## src/rtl/imem_loader.sv

```systemverilog
// Instruction memory loader: packs a big-endian byte stream into 32-bit words
// and writes them to the instruction RAM from word address 0, holding the CPU
// in reset for the duration of the load.
module imem_loader #(
   parameter int unsigned N = 32,
   parameter int unsigned R = 7
) (
   input  logic         clk,
   input  logic         reset_n,
   input  logic         start,
   input  logic [R:0]   len_words,
   input  logic         in_valid,
   input  logic [7:0]   in_data,
   output logic         in_ready,
   output logic         mem_we,
   output logic [R-1:0] mem_addr,
   output logic [N-1:0] mem_wdata,
   output logic         busy,
   output logic         done,
   output logic         cpu_hold
);

   typedef enum logic [1:0] {StIdle, StRecv, StWrite, StDone} state_e;

   // Largest loadable image: one full memory (2^R words).
   localparam logic [R:0] MaxLen  = {1'b1, {R{1'b0}}};
   localparam logic [R:0] WordOne = {{R{1'b0}}, 1'b1};

   state_e       r_state, w_state_next;
   logic [1:0]   r_byte_cnt, w_byte_cnt_next;
   logic [R:0]   r_word_cnt, w_word_cnt_next;
   logic [R:0]   r_len, w_len_next;
   logic [N-1:0] r_shift, w_shift_next;
   logic [R-1:0] r_mem_addr, w_mem_addr_next;
   logic [N-1:0] r_mem_wdata, w_mem_wdata_next;

   logic [R:0]   w_len_clamped;
   logic [N-1:0] w_shift_in;
   logic [R:0]   w_word_cnt_inc;

   assign w_len_clamped  = (len_words > MaxLen) ? MaxLen : len_words;
   assign w_shift_in     = {r_shift[N-9:0], in_data};
   assign w_word_cnt_inc = r_word_cnt + WordOne;

   // State, counters and the registered RAM write port.
   always_ff @(posedge clk or negedge reset_n) begin
      if (!reset_n) begin
         r_state     <= StIdle;
         r_byte_cnt  <= '0;
         r_word_cnt  <= '0;
         r_len       <= '0;
         r_shift     <= '0;
         r_mem_addr  <= '0;
         r_mem_wdata <= '0;
      end else begin
         r_state     <= w_state_next;
         r_byte_cnt  <= w_byte_cnt_next;
         r_word_cnt  <= w_word_cnt_next;
         r_len       <= w_len_next;
         r_shift     <= w_shift_next;
         r_mem_addr  <= w_mem_addr_next;
         r_mem_wdata <= w_mem_wdata_next;
      end
   end

   // Next-state logic: receive four bytes, write one word, repeat until len words.
   always_comb begin
      w_state_next     = r_state;
      w_byte_cnt_next  = r_byte_cnt;
      w_word_cnt_next  = r_word_cnt;
      w_len_next       = r_len;
      w_shift_next     = r_shift;
      w_mem_addr_next  = r_mem_addr;
      w_mem_wdata_next = r_mem_wdata;
      unique case (r_state)
         StIdle: begin
            if (start) begin
               if (len_words == '0) begin
                  w_state_next = StDone;
               end else begin
                  w_len_next      = w_len_clamped;
                  w_byte_cnt_next = '0;
                  w_word_cnt_next = '0;
                  w_shift_next    = '0;
                  w_state_next    = StRecv;
               end
            end
         end
         StRecv: begin
            if (in_valid) begin
               w_shift_next    = w_shift_in;
               w_byte_cnt_next = r_byte_cnt + 2'd1;
               // Fourth byte completes the word; latch the write port for next cycle.
               if (r_byte_cnt == 2'd3) begin
                  w_mem_addr_next  = r_word_cnt[R-1:0];
                  w_mem_wdata_next = w_shift_in;
                  w_state_next     = StWrite;
               end
            end
         end
         StWrite: begin
            w_word_cnt_next = w_word_cnt_inc;
            w_state_next    = (w_word_cnt_inc == r_len) ? StDone : StRecv;
         end
         StDone: begin
            w_state_next = StIdle;
         end
         default: begin
            w_state_next = StIdle;
         end
      endcase
   end

   // Outputs decoded from the state; address/data come straight from registers.
   always_comb begin
      in_ready  = (r_state == StRecv);
      mem_we    = (r_state == StWrite);
      busy      = (r_state == StRecv) || (r_state == StWrite);
      done      = (r_state == StDone);
      cpu_hold  = busy;
      mem_addr  = r_mem_addr;
      mem_wdata = r_mem_wdata;
   end

endmodule
```

## config.mk

```make
export PLATFORM = sky130hd
export DESIGN_NAME = imem_loader
export DESIGN_NICKNAME = d
export VERILOG_FILES = /design/src/rtl/imem_loader.sv
export SDC_FILE = /design/constraint.sdc
export NUM_CORES = 1
export LEC_CHECK = 0
export ABC_AREA = 1
export BUFFER_PORTS_ARGS = -buffer_cell sky130_fd_sc_hd__clkbuf_2
export CAP_MARGIN = 20
export CORE_MARGIN = 5
export CORE_UTILIZATION = 60
export DETAILED_ROUTE_END_ITERATION = 16
export GPL_ROUTABILITY_DRIVEN = 0
export GPL_TIMING_DRIVEN = 0
export HOLD_SLACK_MARGIN = 0.05
export PLACE_DENSITY = 0.85
export SYNTH_ARGS = -nofsm -noshare
export SYNTH_HDL_FRONTEND = slang
export SYNTH_SLANG_ARGS = --single-unit
```

## constraint.sdc

```tcl
create_clock -name clk -period 3.15 [get_ports clk]
set_clock_uncertainty 0.2 [all_clocks]
set_input_delay 0.315 -clock clk [delete_from_list [all_inputs] [get_ports clk]]
set_output_delay 0.315 -clock clk [all_outputs]
set_load 0.02 [all_outputs]
```

==> results of run 1 <==
-- routing by layer --
| metal | track usage | vias to the layer above |
|---|---|---|
| met5 | 0 | - |
| met4 | 0.1099 | 0 |
| met3 | 0.04233 | 18 |
| met2 | 0.4205 | 93 |
| met1 | 0.2878 | 1468 |
| li1 | - | 1418 |
-- metrics by stage --
stage	utilization	instance area [µm²]	std cells	setup slack (ns)
2_1_floorplan	-	3652	375	1.113
3_3_place_gp	0.6860	4061	513	0.7535
3_5_place_dp	0.6898	4084	514	0.8533
4_1_cts	0.7527	4457	546	0.8204
5_1_grt	0.7527	4457	546	0.6957
6_report	0.7527	4457	546	0.8144
-- power by group through the flow --
| stage | clock, mW | sequential (mW) | combinational, mW |
|---|---|---|---|
| 4_1_cts | 0.816 | 1.64 | 1.54 |
| 3_3_place_gp | 0 | 1.63 | 1.45 |
| 5_1_grt | 0.859 | 1.68 | 1.71 |
| 6_report | 0.814 | 1.65 | 1.54 |
| 2_1_floorplan | 0 | 1.78 | 0.880 |
| 3_5_place_dp | 0 | 1.65 | 1.51 |
-- worst register-to-register path, cell delays in order, from the launching register on --
cell	delay (ns)
dfrtp_1	0.42
inv_1	0.10
ha_1	0.21
buf_2	0.20
nand3_1	0.34
buf_2	0.36
mux2_2	0.40
-- synth_stat cells --
library cell  number  share of area
nand2_1          102           0.10
xnor2_1            1         0.0024
a21oi_1            5         0.0069
o21bai_1           1         0.0021
nand3_1           34          0.047
nor3_1             1         0.0014
nor3_2             1         0.0027
o21ai_1            8          0.011
o21ai_0           41          0.056
o22ai_1            1         0.0017
inv_1             26          0.027
buf_2              8          0.011
or2_2              2         0.0034
o211ai_2           1         0.0034
mux2_2            33           0.10
dfrtp_1           83           0.57
clkbuf_1           3         0.0031
or2_1              1         0.0017
ha_1               7          0.024
buf_4              4         0.0082
nor2_1            12          0.012
-- state kept, by name (all words and copies together), names as in the netlist --
name	count
r_len	8
r_state	2
r_byte_cnt	2
r_shift	24
mem_addr	7
mem_wdata	32
r_word_cnt	8
-- repair_timing --
item	CTS	global route
resized for setup	0	0
endpoints found under the hold margin	65	0
hold buffers	16	0
-- layout make-up --
type	instances	area (µm²)
buffer	15	81.33
clock buffer	12	165.2
clock inverter	4	47.55
fill	409	1464
inverter	26	97.59
multi-input combinational	251	1396
sequential	83	2077
tap	75	93.84
timing repair buffer	80	498.0
-- cell families after synthesis --
| kind of cell | share of synthesized area |
|---|---|
| simple gates | 0.1730 |
| buf+inv | 0.04899 |
| flops | 0.5687 |
| mux | 0.1017 |
| fa+ha+maj | 0.02398 |
| compound gates | 0.08119 |
| xor+xnor | 0.002399 |
-- worst max-delay path by stage --
stage          startpoint            end  cells past startpoint
2_1_floorplan  r_state[1]    mem_addr[1]                      6
3_3_place_gp      reset_n   mem_wdata[1]                      1
3_5_place_dp   r_state[1]   mem_wdata[4]                      6
4_1_cts        r_state[1]  mem_wdata[29]                      6
5_1_grt        r_state[1]   mem_wdata[0]                      6
6_report       r_state[1]   mem_wdata[0]                      6
==> results.json, run 1 <==
{
  "status": "finished clean",
  "routed-via-count": 2997,
  "drcViolationCount": 0,
  "syn_inst": 375,
  "coreArea_um2": 5921,
  "power.share.clock": 0.203,
  "power.internal_mw": 2.394,
  "final-setup-viol-count": 0,
  "overflow": 0,
  "p_total_mw": 4.001,
  "highest_layer": "met4",
  "drt_iter0_markers": 134,
  "path_cells": "inv_1 -> ha_1 -> buf_2 -> nand3_1 -> buf_2 -> mux2_2",
  "hold_path.class": "input pin to flop",
  "p_switching_mw": 1.607,
  "fin_nets": 493,
  "clk_pin_slew_worst_paths_ns": 0.08,
  "drive_above_1_share": 0.2739,
  "via_per_inst": 5.489,
  "worst_setup_path_end_kind": "flop",
  "grt_pass1_vias": 3021,
  "finalHoldViolations": 0,
  "ff2ff_path_depth": 6,
  "seqPwrFrac": 0.411,
  "tightestPinTransition_ns": 0.5970,
  "synth_cell_types": 21,
  "antenna_found_initial": 0,
  "reg2reg_to": "mem_wdata[0]",
  "final_common_cell": "nand2_1",
  "period_needed_ns": 2.336,
  "die_y_um": 88.02,
  "hold_ws_ns": 0.1307,
  "cts_tree": "yes",
  "ir_drop_mv": 0.6363,
  "track_usage": 0.2398,
  "crit_path_start_kind": "flop",
  "fp.dieW_um": 88.02,
  "pin_count": 64,
  "cts_sinks": 83,
  "timing.fmax_mhz": 428.2,
  "switching_share": 0.4017,
  "finalCritPeriodShare": 0.7415,
  "numCtsBuffers": 9,
  "wl_met1_mm": 3.387,
  "clock_latency_ns": 0.36,
  "syn-num-nets": 402,
  "critPathTopFamily": "buffers and inverters",
  "hold_depth": 4,
  "root_buffer": "clkbuf_8",
  "port_buffers": 63,
  "start_util": 0.6169,
  "antenna_left": 0,
  "arrival_ns": 2.38,
  "finalMaxSlewViolations": 0,
  "slowest_stage": "dfrtp_1",
  "rsz0062_at_grt": "no",
  "area_delta_synth_final_pct": 22.03,
  "worstHoldStart": "len_words[7]",
  "firstDrtPassIters": 4,
  "crit_type": "flop to flop",
  "drv_cap": 0,
  "cts_setup_buffers": 0,
  "p_comb_frac": 0.385,
  "final_cell_mix": "nand2_1, dfrtp_1, clkbuf_2",
  "ys_warn_count": 0,
  "cp_common_cell": "buf_2",
  "wl_mm": 8.516,
  "critical-path-max-stage-delay_ns": 0.42,
  "grt_pass1_wl_mm": 14.05,
  "row_count": 28,
  "fin_setup_tns_ns": 0,
  "path_buf_inv": 3,
  "met3WireLength_um": 507,
  "avgSynthCellArea_um2": 9.739,
  "cts_buffer_depth": 2,
  "dieArea_um2": 7748,
  "grt_max_degree": 44,
  "r2r-start": "r_state[1]",
  "htree_num_levels": 3,
  "power.density_nw_per_um2": 897.7,
  "crit_fanout": 10,
  "synth.cell_area_um2": 3652,
  "worstPathRequired_ns": 3.19,
  "wl_per_cell_um": 15.60,
  "hold_end": "r_len[5]",
  "dpl.hpwl_mm": 5.864,
  "ys_ff_latch": 83,
  "ys_seq_area_frac": 0.5687,
  "wl_met2_mm": 4.436,
  "slew_headroom": 0.6020,
  "rrSetupSlack_ns": 0.81,
  "antenna_cells": 0,
  "p_leak_nw": 2.269
}
(Power assumes the default switching activity.)
==> run 2: changes to the inputs <==
Settings changed: ABC_AREA 1 to 0, CORE_UTILIZATION 60 to 50, PLACE_DENSITY 0.85 to 0.76.
Clock period 3.15 ns to 2.1 ns, I/O delays scaled along.
==> results.json, run 2 <==
{
  "yosys.area.top_type": "dfrtp_1",
  "tightestPinTransition_ns": 0.5399,
  "power.density_nw_per_um2": 1131,
  "crit_type": "flop to flop",
  "period_needed_ns": 2.140,
  "cp-startpoint": "r_state[0]",
  "synth_top_area_share": 0.5796,
  "crit_fanout": 3,
  "ys_warn_count": 0,
  "wl_per_cell_um": 15.88,
  "syn_inst": 272,
  "pin_count": 64,
  "synth.cell_area_um2": 3583,
  "crit_path_start_kind": "flop",
  "fin_ws_ns": -0.03958,
  "r2r-start": "r_state[0]",
  "design_area_um2": 4673,
  "routed-via-count": 2566,
  "port_buffers": 63,
  "ir_drop_mv": 0.9138,
  "arrival_ns": 2.21,
  "dpl.hpwl_mm": 5.235,
  "grt_pass1_wl_mm": 12.61,
  "cp_common_cell": "o21ai_0",
  "fin_nets": 410,
  "ys_seq_area_frac": 0.5796,
  "drive_above_1_share": 0.4381,
  "slew_headroom": 0.6401,
  "synth_cell_types": 40,
  "cts_sinks": 83,
  "avgSynthCellArea_um2": 13.17,
  "largest_reg_flops": 32,
  "clock_latency_ns": 0.36,
  "antenna_cells": 0,
  "n_fill_cell": 511,
  "root_buffer": "clkbuf_8",
  "track_usage": 0.1842,
  "yosysMostFrequentCell": "dfrtp_1",
  "final_common_cell": "dfrtp_1",
  "synthFlopType": "dfrtp_1",
  "slowest_stage": "or4_1",
  "violations": "negative setup slack",
  "cts_tree": "yes",
  "finalMaxSlewViolations": 0,
  "ys_top_cells_by_area": "dfrtp_1, mux2_2, a22o_1, ha_1, nand2b_1",
  "path_cells": "inv_2 -> buf_4 -> ha_1 -> o21ai_0 -> o21ai_0 -> or4_1 -> o21bai_1",
  "finalHoldViolations": 0,
  "via_per_inst": 5.302,
  "final_cell_mix": "dfrtp_1, clkbuf_2, mux2_2",
  "synth_edf_count": 0,
  "antenna_left": 0,
  "hold_path.class": "input pin to flop",
  "dieArea_um2": 8960,
  "drt_iter0_markers": 119,
  "final-setup-viol-count": 1,
  "coreArea_um2": 6869,
  "worst_setup_path_end_kind": "flop",
  "critical-path-max-stage-delay_ns": 0.54,
  "cts_buffer_depth": 2,
  "synthTopCellsByCount": "dfrtp_1, mux2_2, a22o_1, o21ai_0",
  "finalCritPeriodShare": 1.019,
  "hold_ws_ns": 0.1023,
  "wl_mm": 7.684,
  "grt_max_degree": 47,
  "fp.dieW_um": 94.66,
  "start_util": 0.5217,
  "antenna_found_initial": 0,
  "async_flop_share": 1.000,
  "worstPathRequired_ns": 2.17,
  "ys_ff_latch": 83,
  "htree_num_levels": 3,
  "drcViolationCount": 0,
  "firstDrtPassIters": 4,
  "status": "complete, but fails checks",
  "worstHoldStart": "start",
  "grt_pass1_vias": 2596,
  "syn-num-nets": 299,
  "die_y_um": 94.66,
  "clk_pin_slew_worst_paths_ns": 0.08,
  "row_count": 30,
  "rsz0062_at_grt": "yes",
  "p_leak_nw": 2.338,
  "drv_cap": 0,
  "overflow": 0,
  "p_total_mw": 5.286,
  "numCtsBuffers": 9,
  "fin_util": 0.6803,
  "dpl_cell_area_um2": 4091,
  "area_delta_synth_final_pct": 30.41,
  "timing.fmax_mhz": 467.4
}
[run 2: cell types whose count changed in the layout (fill, tap and decap cells not counted), sizes merged, moves of 8 or more]
cell,previous run,this run
a22o,0,26
buf,13,23
dlygate4sd3,16,24
inv,26,10
mux2,33,41
nand2,102,12
nand2b,0,13
nand3,34,4
nor2,12,0
o21ai,49,18
[run 2: per-layer routing]
| metal | wire [µm] | vias up | global-route usage |
|---|---|---|---|
| li1 | - | 1225 | - |
| met1 | 3479 | 1256 | 0.2422 |
| met2 | 3582 | 66 | 0.2854 |
| met3 | 439 | 19 | 0.05737 |
| met4 | 183 | 0 | 0.07212 |
| met5 | 0 | - | 0 |
[run 2: power breakdown]
part,switching [mW],internal (mW)
clock network,0.623,0.458
registers,0.256,1.93
logic,1.09,0.924
[run 2: worst paths after layout]
check	cells after the start	to	slack, ns
setup / recovery	7	r_state[1]	-0.04
hold / removal	3	r_len[2]	0.10
setup reg to reg	7	r_state[1]	-0.04
hold reg to reg	1	r_shift[19]	0.31
max in group asynchronous	3	r_word_cnt[1]	0.90
min in group asynchronous	2	r_len[1]	0.20
[run 2: through the flow]
step | setup TNS [ns] | cells | worst slack (ns)
2_1_floorplan | 0 | 272 | 0.02577
3_3_place_gp | -20.51 | 431 | -0.3485
3_5_place_dp | -5.220 | 432 | -0.2385
4_1_cts | -0.03283 | 480 | -0.03283
5_1_grt | -0.08335 | 484 | -0.08335
6_report | -0.03958 | 484 | -0.03958
[run 2: area by class of cell]
class	count	area, µm²	share of cell area
multi-input combinational	170	1485	0.3178
timing repair buffer	101	683.2	0.1462
tap	96	120.1	0.02570
clock inverter	7	65.06	0.01392
clock buffer	9	123.9	0.02651
buffer	12	87.58	0.01874
sequential	83	2083	0.4458
inverter	6	25.02	0.005355
[run 2: cells by family (layout without fill, tap and decap cells)]
kind of cell	count (synthesis)	after routing	share of synthesized area
DFF	83	83	0.5796
AOI/OAI and AO/OA	67	67	0.1386
and+or+nand+nor	46	46	0.07751
muxes	41	41	0.1288
buffers and inverters	19	135	0.02898
xor gates and xnor gates	9	9	0.02200
adders and majority gates	7	7	0.02444
[run 2: what timing repair did]
item                                   4_1_cts  5_1_grt
gates resized for setup                     15        7
setup endpoints to repair                   11       21
endpoints found under the hold margin       61        0
setup buffers                                9        4
pin swaps                                    8        3
gates cloned                                 0        0
hold buffers                                24        0
[run 2: critical path, delay by kind of cell (launching register included)]
| kind | cells | cell delay, ns |
|---|---|---|
| AND/OR/NAND/NOR | 1 | 0.54 |
| AO/OA/AOI/OAI | 3 | 0.46 |
| flip-flops | 1 | 0.42 |
| buffers and inverters | 2 | 0.22 |
| adder cells (fa/ha/maj) | 1 | 0.22 |
